===== config.mk =====
export PLATFORM = sky130hd
export DESIGN_NAME = ariane_axi_id_serializer
export DESIGN_NICKNAME = d
export VERILOG_FILES = /design/src/rtl/ariane_axi_id_serializer.sv
export SDC_FILE = /design/constraint.sdc
export NUM_CORES = 1
export LEC_CHECK = 0
export ABC_AREA = 1
export BUFFER_PORTS_ARGS = -buffer_cell sky130_fd_sc_hd__buf_2
export CORE_AREA = 8 8 271 273
export DETAILED_ROUTE_END_ITERATION = 10
export DIE_AREA = 0 0 279 281
export PLACE_DENSITY = 0.34
export RECOVER_POWER = 100
export SYNTH_ARGS = -nofsm -noshare
export SYNTH_HDL_FRONTEND = slang
export SYNTH_SLANG_ARGS = --single-unit

===== constraint.sdc =====
create_clock -name clk_i -period 1.3 [get_ports clk_i]
set_input_delay 0.13 -clock clk_i [delete_from_list [all_inputs] [get_ports clk_i]]
set_output_delay 0.13 -clock clk_i [all_outputs]
set_load 0.02 [all_outputs]

===== src/rtl/ariane_axi_id_serializer.sv =====
// Collapses wide upstream AXI IDs onto one fixed downstream ID by allowing a
// single outstanding write and a single outstanding read, restoring the ID on the way back.
package ariane_soc;
  localparam int unsigned IdWidth      = 4;
  localparam int unsigned IdWidthSlave = 2;
endpackage

package ariane_axi;
  localparam int unsigned AddrWidth = 64;
  localparam int unsigned DataWidth = 64;
  localparam int unsigned StrbWidth = DataWidth / 8;
  localparam int unsigned UserWidth = 1;

  typedef logic [ariane_soc::IdWidth-1:0]      id_t;
  typedef logic [ariane_soc::IdWidthSlave-1:0] id_slv_t;
  typedef logic [AddrWidth-1:0]                addr_t;
  typedef logic [DataWidth-1:0]                data_t;
  typedef logic [StrbWidth-1:0]                strb_t;
  typedef logic [UserWidth-1:0]                user_t;

  typedef struct packed {
    id_t        id;
    addr_t      addr;
    logic [7:0] len;
    logic [2:0] size;
    logic [1:0] burst;
    logic       lock;
    logic [3:0] cache;
    logic [2:0] prot;
    logic [3:0] qos;
    logic [3:0] region;
    logic [5:0] atop;
    user_t      user;
  } aw_chan_t;

  typedef struct packed {
    id_slv_t    id;
    addr_t      addr;
    logic [7:0] len;
    logic [2:0] size;
    logic [1:0] burst;
    logic       lock;
    logic [3:0] cache;
    logic [2:0] prot;
    logic [3:0] qos;
    logic [3:0] region;
    logic [5:0] atop;
  } aw_chan_slv_t;

  typedef struct packed {
    data_t data;
    strb_t strb;
    logic  last;
  } w_chan_t;

  typedef struct packed {
    id_t        id;
    logic [1:0] resp;
  } b_chan_t;

  typedef struct packed {
    id_slv_t    id;
    logic [1:0] resp;
  } b_chan_slv_t;

  typedef struct packed {
    id_t        id;
    addr_t      addr;
    logic [7:0] len;
    logic [2:0] size;
    logic [1:0] burst;
    logic       lock;
    logic [3:0] cache;
    logic [2:0] prot;
    logic [3:0] qos;
    logic [3:0] region;
    user_t      user;
  } ar_chan_t;

  typedef struct packed {
    id_slv_t    id;
    addr_t      addr;
    logic [7:0] len;
    logic [2:0] size;
    logic [1:0] burst;
    logic       lock;
    logic [3:0] cache;
    logic [2:0] prot;
    logic [3:0] qos;
    logic [3:0] region;
  } ar_chan_slv_t;

  typedef struct packed {
    id_t        id;
    data_t      data;
    logic [1:0] resp;
    logic       last;
  } r_chan_t;

  typedef struct packed {
    id_slv_t    id;
    data_t      data;
    logic [1:0] resp;
    logic       last;
  } r_chan_slv_t;

  typedef struct packed {
    aw_chan_t aw;
    logic     aw_valid;
    w_chan_t  w;
    logic     w_valid;
    logic     b_ready;
    ar_chan_t ar;
    logic     ar_valid;
    logic     r_ready;
  } req_t;

  typedef struct packed {
    logic    aw_ready;
    logic    ar_ready;
    logic    w_ready;
    logic    b_valid;
    b_chan_t b;
    logic    r_valid;
    r_chan_t r;
  } resp_t;

  typedef struct packed {
    aw_chan_slv_t aw;
    logic         aw_valid;
    w_chan_t      w;
    logic         w_valid;
    logic         b_ready;
    ar_chan_slv_t ar;
    logic         ar_valid;
    logic         r_ready;
  } req_slv_t;

  typedef struct packed {
    logic        aw_ready;
    logic        ar_ready;
    logic        w_ready;
    logic        b_valid;
    b_chan_slv_t b;
    logic        r_valid;
    r_chan_slv_t r;
  } resp_slv_t;
endpackage

module ariane_axi_id_serializer #(
  parameter logic [ariane_soc::IdWidthSlave-1:0] SlvId = {ariane_soc::IdWidthSlave{1'b0}}
) (
  input  logic                  clk_i,
  input  logic                  rst_ni,
  input  ariane_axi::req_t      slv_req_i,
  output ariane_axi::resp_t     slv_resp_o,
  output ariane_axi::req_slv_t  mst_req_o,
  input  ariane_axi::resp_slv_t mst_resp_i
);

  typedef enum logic [1:0] {W_IDLE = 2'd0, W_DATA = 2'd1, W_RESP = 2'd2} w_state_e;
  typedef enum logic {R_IDLE = 1'b0, R_DATA = 1'b1} r_state_e;

  w_state_e                       r_w_state, w_w_state_nxt;
  r_state_e                       r_r_state, w_r_state_nxt;
  logic [ariane_soc::IdWidth-1:0] r_wid, r_rid;
  logic                           w_aw_hs, w_w_last_hs, w_b_hs, w_ar_hs, w_r_last_hs;

  // Channel wiring: payloads always routed, valid/ready opened only in the owning phase
  always_comb begin
    mst_req_o            = '0;
    slv_resp_o           = '0;
    mst_req_o.aw.id      = SlvId;
    mst_req_o.aw.addr    = slv_req_i.aw.addr;
    mst_req_o.aw.len     = slv_req_i.aw.len;
    mst_req_o.aw.size    = slv_req_i.aw.size;
    mst_req_o.aw.burst   = slv_req_i.aw.burst;
    mst_req_o.aw.lock    = slv_req_i.aw.lock;
    mst_req_o.aw.cache   = slv_req_i.aw.cache;
    mst_req_o.aw.prot    = slv_req_i.aw.prot;
    mst_req_o.aw.qos     = slv_req_i.aw.qos;
    mst_req_o.aw.region  = slv_req_i.aw.region;
    mst_req_o.aw.atop    = 6'b000000;
    mst_req_o.w          = slv_req_i.w;
    mst_req_o.ar.id      = SlvId;
    mst_req_o.ar.addr    = slv_req_i.ar.addr;
    mst_req_o.ar.len     = slv_req_i.ar.len;
    mst_req_o.ar.size    = slv_req_i.ar.size;
    mst_req_o.ar.burst   = slv_req_i.ar.burst;
    mst_req_o.ar.lock    = slv_req_i.ar.lock;
    mst_req_o.ar.cache   = slv_req_i.ar.cache;
    mst_req_o.ar.prot    = slv_req_i.ar.prot;
    mst_req_o.ar.qos     = slv_req_i.ar.qos;
    mst_req_o.ar.region  = slv_req_i.ar.region;
    slv_resp_o.b.id      = r_wid;
    slv_resp_o.b.resp    = mst_resp_i.b.resp;
    slv_resp_o.r.id      = r_rid;
    slv_resp_o.r.data    = mst_resp_i.r.data;
    slv_resp_o.r.resp    = mst_resp_i.r.resp;
    slv_resp_o.r.last    = mst_resp_i.r.last;
    if (rst_ni) begin
      case (r_w_state)
        W_IDLE: begin
          mst_req_o.aw_valid  = slv_req_i.aw_valid;
          slv_resp_o.aw_ready = mst_resp_i.aw_ready;
        end
        W_DATA: begin
          mst_req_o.w_valid  = slv_req_i.w_valid;
          slv_resp_o.w_ready = mst_resp_i.w_ready;
        end
        W_RESP: begin
          slv_resp_o.b_valid = mst_resp_i.b_valid;
          mst_req_o.b_ready  = slv_req_i.b_ready;
        end
        default: begin
          mst_req_o.aw_valid = 1'b0;
        end
      endcase
      case (r_r_state)
        R_IDLE: begin
          mst_req_o.ar_valid  = slv_req_i.ar_valid;
          slv_resp_o.ar_ready = mst_resp_i.ar_ready;
        end
        R_DATA: begin
          slv_resp_o.r_valid = mst_resp_i.r_valid;
          mst_req_o.r_ready  = slv_req_i.r_ready;
        end
        default: begin
          mst_req_o.ar_valid = 1'b0;
        end
      endcase
    end else begin
      mst_req_o.aw_valid = 1'b0;
      mst_req_o.ar_valid = 1'b0;
    end
  end

  // Handshakes seen on the gated downstream side
  always_comb begin
    w_aw_hs     = mst_req_o.aw_valid & mst_resp_i.aw_ready;
    w_w_last_hs = mst_req_o.w_valid & mst_resp_i.w_ready & slv_req_i.w.last;
    w_b_hs      = mst_resp_i.b_valid & mst_req_o.b_ready;
    w_ar_hs     = mst_req_o.ar_valid & mst_resp_i.ar_ready;
    w_r_last_hs = mst_resp_i.r_valid & mst_req_o.r_ready & mst_resp_i.r.last;
  end

  // Next-phase selection for both independent paths
  always_comb begin
    w_w_state_nxt = r_w_state;
    w_r_state_nxt = r_r_state;
    case (r_w_state)
      W_IDLE:  if (w_aw_hs) w_w_state_nxt = W_DATA; else w_w_state_nxt = W_IDLE;
      W_DATA:  if (w_w_last_hs) w_w_state_nxt = W_RESP; else w_w_state_nxt = W_DATA;
      W_RESP:  if (w_b_hs) w_w_state_nxt = W_IDLE; else w_w_state_nxt = W_RESP;
      default: w_w_state_nxt = W_IDLE;
    endcase
    case (r_r_state)
      R_IDLE:  if (w_ar_hs) w_r_state_nxt = R_DATA; else w_r_state_nxt = R_IDLE;
      R_DATA:  if (w_r_last_hs) w_r_state_nxt = R_IDLE; else w_r_state_nxt = R_DATA;
      default: w_r_state_nxt = R_IDLE;
    endcase
  end

  // Phase registers and captured upstream IDs; reset abandons any in-flight burst
  always_ff @(posedge clk_i) begin
    if (!rst_ni) begin
      r_w_state <= W_IDLE;
      r_r_state <= R_IDLE;
      r_wid     <= {ariane_soc::IdWidth{1'b0}};
      r_rid     <= {ariane_soc::IdWidth{1'b0}};
    end else begin
      r_w_state <= w_w_state_nxt;
      r_r_state <= w_r_state_nxt;
      if (w_aw_hs) r_wid <= slv_req_i.aw.id;
      if (w_ar_hs) r_rid <= slv_req_i.ar.id;
    end
  end

endmodule


# --- Yosys cells after proc, flatten, opt, wreduce, memory -nomap -nowiden ---
# Cells that the tools add are included.
classes:
  add_sub_neg: 0
  mul: 0
  div: 0
  n_lt_le_gt_ge: 0
  n_eq_ne: 2
  shifts: 0
  n_mux: 23
  bitwise: 8
  n_reduce_logical: 1
op_table:
  columns: ["operator", "n"]
  rows:
  - ["$mux W1", 17]
  - ["$and A1 B1 Y1", 7]
  - ["$mux W2", 3]
  - ["$pmux W2 S3", 1]
  - ["$mux W4", 1]
  - ["$eq A2 B1 Y1 const B", 1]
  - ["$eq A2 B2 Y1 const B", 1]
  - ["$logic_not A2 Y1", 1]
  - ["$pmux W1 S2", 1]
  - ["$not A1 Y1", 1]
totals:
  regBits: 11
  latchBits: 0
  ramBits: 0
  romBits: 0
  in_bits: 360
  word_cells: 38
  mem_count: 0

# --- Longest topological paths before layout ---
depth:
  word_depth: 7
  ltp_mapped: 6
  ltp_nobuf: 6

# --- Worst setup path after synthesis ---
# Ideal clock, no wire load.
synth_path:
  path_kind: "register to register"
  from: "register r_w_state[0]"
  to: "register r_w_state[1]"
  setup_ps: 74
  t_arrival_ps: 941
  setup_slack_ps: 285
  stages_incl_launch_ff: 5
  path_buffers: 0
  period_less_slack_ps: 1015
  path_cell_list: "dfxtp_1 nand2_1 nor2_1 nand3_1 o21ai_0"
synth_rtl:
  columns: ["element", "line", "text"]
  rows:
  - ["start, declared", "164", "w_state_e r_w_state, w_w_state_nxt;"]
  - ["start signal, assigned", "272", "r_w_state <= w_w_state_nxt;"]

==> qor.txt <==
# port buffers - 41
Hold Fails Final Rpt - 0
register area share after synthesis - 7.009%
Max clock buf depth - 2
setup violators final - 0
area leader, netlist - buf_4
DR pass1 iterations - 4
CP Max Fanout - 4
Synth Instances - 439
number of flops mapped to enable cells by yosys - 0
Final HPWL DP - 11.09 mm
DIE AREA - 78,400 um2
Design Area, Final - 2182 um2
largest net degree at the start of global routing - 10
fin nets - 523
number of global-route vias before repair - 1,552
main combinational cell family by area after synthesis - buffers and inverters
CP bufs+invs - 1
DRC - 0
Post-DP Area - 2064 um2
Unique masters post-synth - 17
Adder-Cell Fraction of Synth Area - 0%
Critical Path AT - 1160 ps
fin. max-slew vios - 0
Clock Skews - 7.551 ps
placer congestion estimate - 0.6358
crit path max-delay cell type - dfxtp_4
Worst-path clk slew - 60 ps
Syn Std Cell Area - 3142 um2
CP Cell Sequence - nor2_4 > nand2_1 > nor2_2 > buf_6
Mean Syn Cell Area - 7.157 um2
Starting DRT DRC Count - 44
Worst setup SP type - flip-flop
Clock Sinks - 11
crit-path max cell delay - 370 ps
Rows - 97
first-pass GRT wire length - 15.16 mm
Clock Latency Late Sink - 260 ps
FF+latch count, synth - 11
layout cell share with drive strength beyond 1 - 30.25%
Antenna Nets Post-Route - 0
routed length per instance - 11.72 um
area delta synth->final - -30.55%
grt ovf - 0
maximum VDD drop - 0.0002923 V
via/cell ratio - 1.243
HP Class - in2reg
Post-Synth XOR/XNOR Area - 0%
Routed Wire Length - 12.93 mm
Fmax - 775.3 MHz
YS warnings - 0
Synth top area share - 81.00%
DIE HEIGHT - 281 um
Main synth FF type - dfxtp_1
effective utilization at floorplan - 4.534%
Worst Setup End Kind - output port
Final Cycle Share - 99.21%
synth top area cells - buf_4, dfxtp_1, inv_1
Fillers - 8,301
post-route minimum period - 1290 ps
mux cell area share after synthesis - 0%
unrepaired setup endpoints after global routing - yes
MaxCap Viol Count - 0
Total Routing Usage GR - 3.055%
Worst EP required - 1170 ps
initial antenna violation count - 0
Setup Crit Path Kind - reg2out
LEAKAGE - 0.0005958 uW
IO Count - 716
Vias - 1,371
CTS Hold Buffers Added - 0
Simple-Gate Fraction of Synth Area - 8.124%
clk root buf - clkbuf_16
CTS tree - yes
Core ar. - 69,300 um2
number of CTS-inserted buffers - 3
Horiz. Die Dim - 279 um
hold slack - 94.95 ps
H-tree levels - 1
delay-heaviest family, CP - simple AND/OR/NAND/NOR gates
fraction of registers with async set/reset - 0%
status - complete, no violations
post-synthesis compound-gate area fraction - 0.6372%
power per cell area - 582.2 nW/um2
-- per-layer routing --
metal,global-route usage [%],up-vias,wire length (um)
li1,-,411,-
met1,1.778,430,2550
met2,3.290,343,4222
met3,3.934,183,3726
met4,4.920,4,2268
met5,1.563,-,159
-- worst paths after layout --
path	cells past startpoint	startpoint	to	slack (ps)
worst min register to register	4	r_wid[3]	r_wid[3]	510
worst min-delay path	3	slv_req_i[97]	r_rid[1]	90
worst max-delay path	4	r_w_state[1]	slv_resp_o[81]	10
worst max register to register	5	r_w_state[1]	r_w_state[0]	110
-- flip-flops by register name (all words and copies together) (netlist names) --
name / flops
r_rid: 4
r_wid: 4
r_w_state: 2
r_r_state: 1
-- layout make-up --
class,instances,area (um2),area share (%)
Antenna cell,1,2.502,0.1147
Clock buffer,3,75.07,3.440
Clock inverter,1,5.005,0.2294
Inverter,26,97.59,4.472
Multi-Input combinational cell,72,330.3,15.14
Sequential cell,11,227.7,10.44
Tap cell,940,1176,53.90
Timing Repair Buffer,49,267.8,12.27
-- worst reg2reg max path, delay by kind of cell (launching register included) --
kind / cells / cell delay, ps
AO/OA/AOI/OAI: 1 / 140
buffers and inverters: 2 / 330
flip-flops: 1 / 370
AND/OR/NAND/NOR: 2 / 280
-- metrics by stage --
step           setup slack [ps]  std cells  utilization [%]  setup TNS, ps  power, uW
3_5_place_dp             -639.4       1097            2.979         -719.0      635.5
6_report                  10.25       1103            3.149              0       1270
5_1_grt                  -121.5       1102            3.145         -458.8       1383
2_1_floorplan             284.7        448                -              0       1996
3_3_place_gp             -677.2       1097            2.979         -722.5      635.3
4_1_cts                  -91.65       1102            3.169         -167.0       1353
-- placed cells by master, fill, tap and decap left out, types with 3 or more instances in the layout --
cell type | netlist | routed
buf_2 | 0 | 22
buf_4 | 339 | 10
clkbuf_1 | 0 | 12
clkbuf_16 | 0 | 3
clkbuf_2 | 0 | 3
conb_1 | 1 | 10
dfxtp_1 | 11 | 9
inv_1 | 25 | 25
nand2_1 | 24 | 24
nand4_1 | 4 | 5
nor2_1 | 21 | 20
o21ai_0 | 3 | 3
-- Yosys cell counts (2+ instances only) --
cell type / number
nand3_1: 2
o21ai_0: 3
nor2_1: 21
nand2_1: 24
nor3_1: 2
nand4_1: 4
dfxtp_1: 11
buf_4: 339
inv_1: 25
-- cells by family (layout without fill, tap and decap cells) --
| logic type | count (synthesis) | count (layout) |
|---|---|---|
| buffers and inverters | 365 | 79 |
| DFF | 11 | 11 |
| AOI/OAI and AO/OA | 4 | 4 |
| other | 1 | 11 |
| and+or+nand+nor | 58 | 58 |
-- where the power goes --
part           leakage [uW]  switching, uW  internal (uW)
Clock             0.0000409            229            413
Combinational      0.000464            176           84.7
Sequential        0.0000914           14.2            353
Total              0.000596            420            851
-- what timing repair did --
action	in CTS	in global routing
pin swaps	2	1
gates resized for setup	13	4
gates cloned	0	0
setup buffers	1	0
endpoints found under the hold margin	0	0
setup endpoints to repair	8	10
No activity file was read; power rests on OpenSTA's default activity.
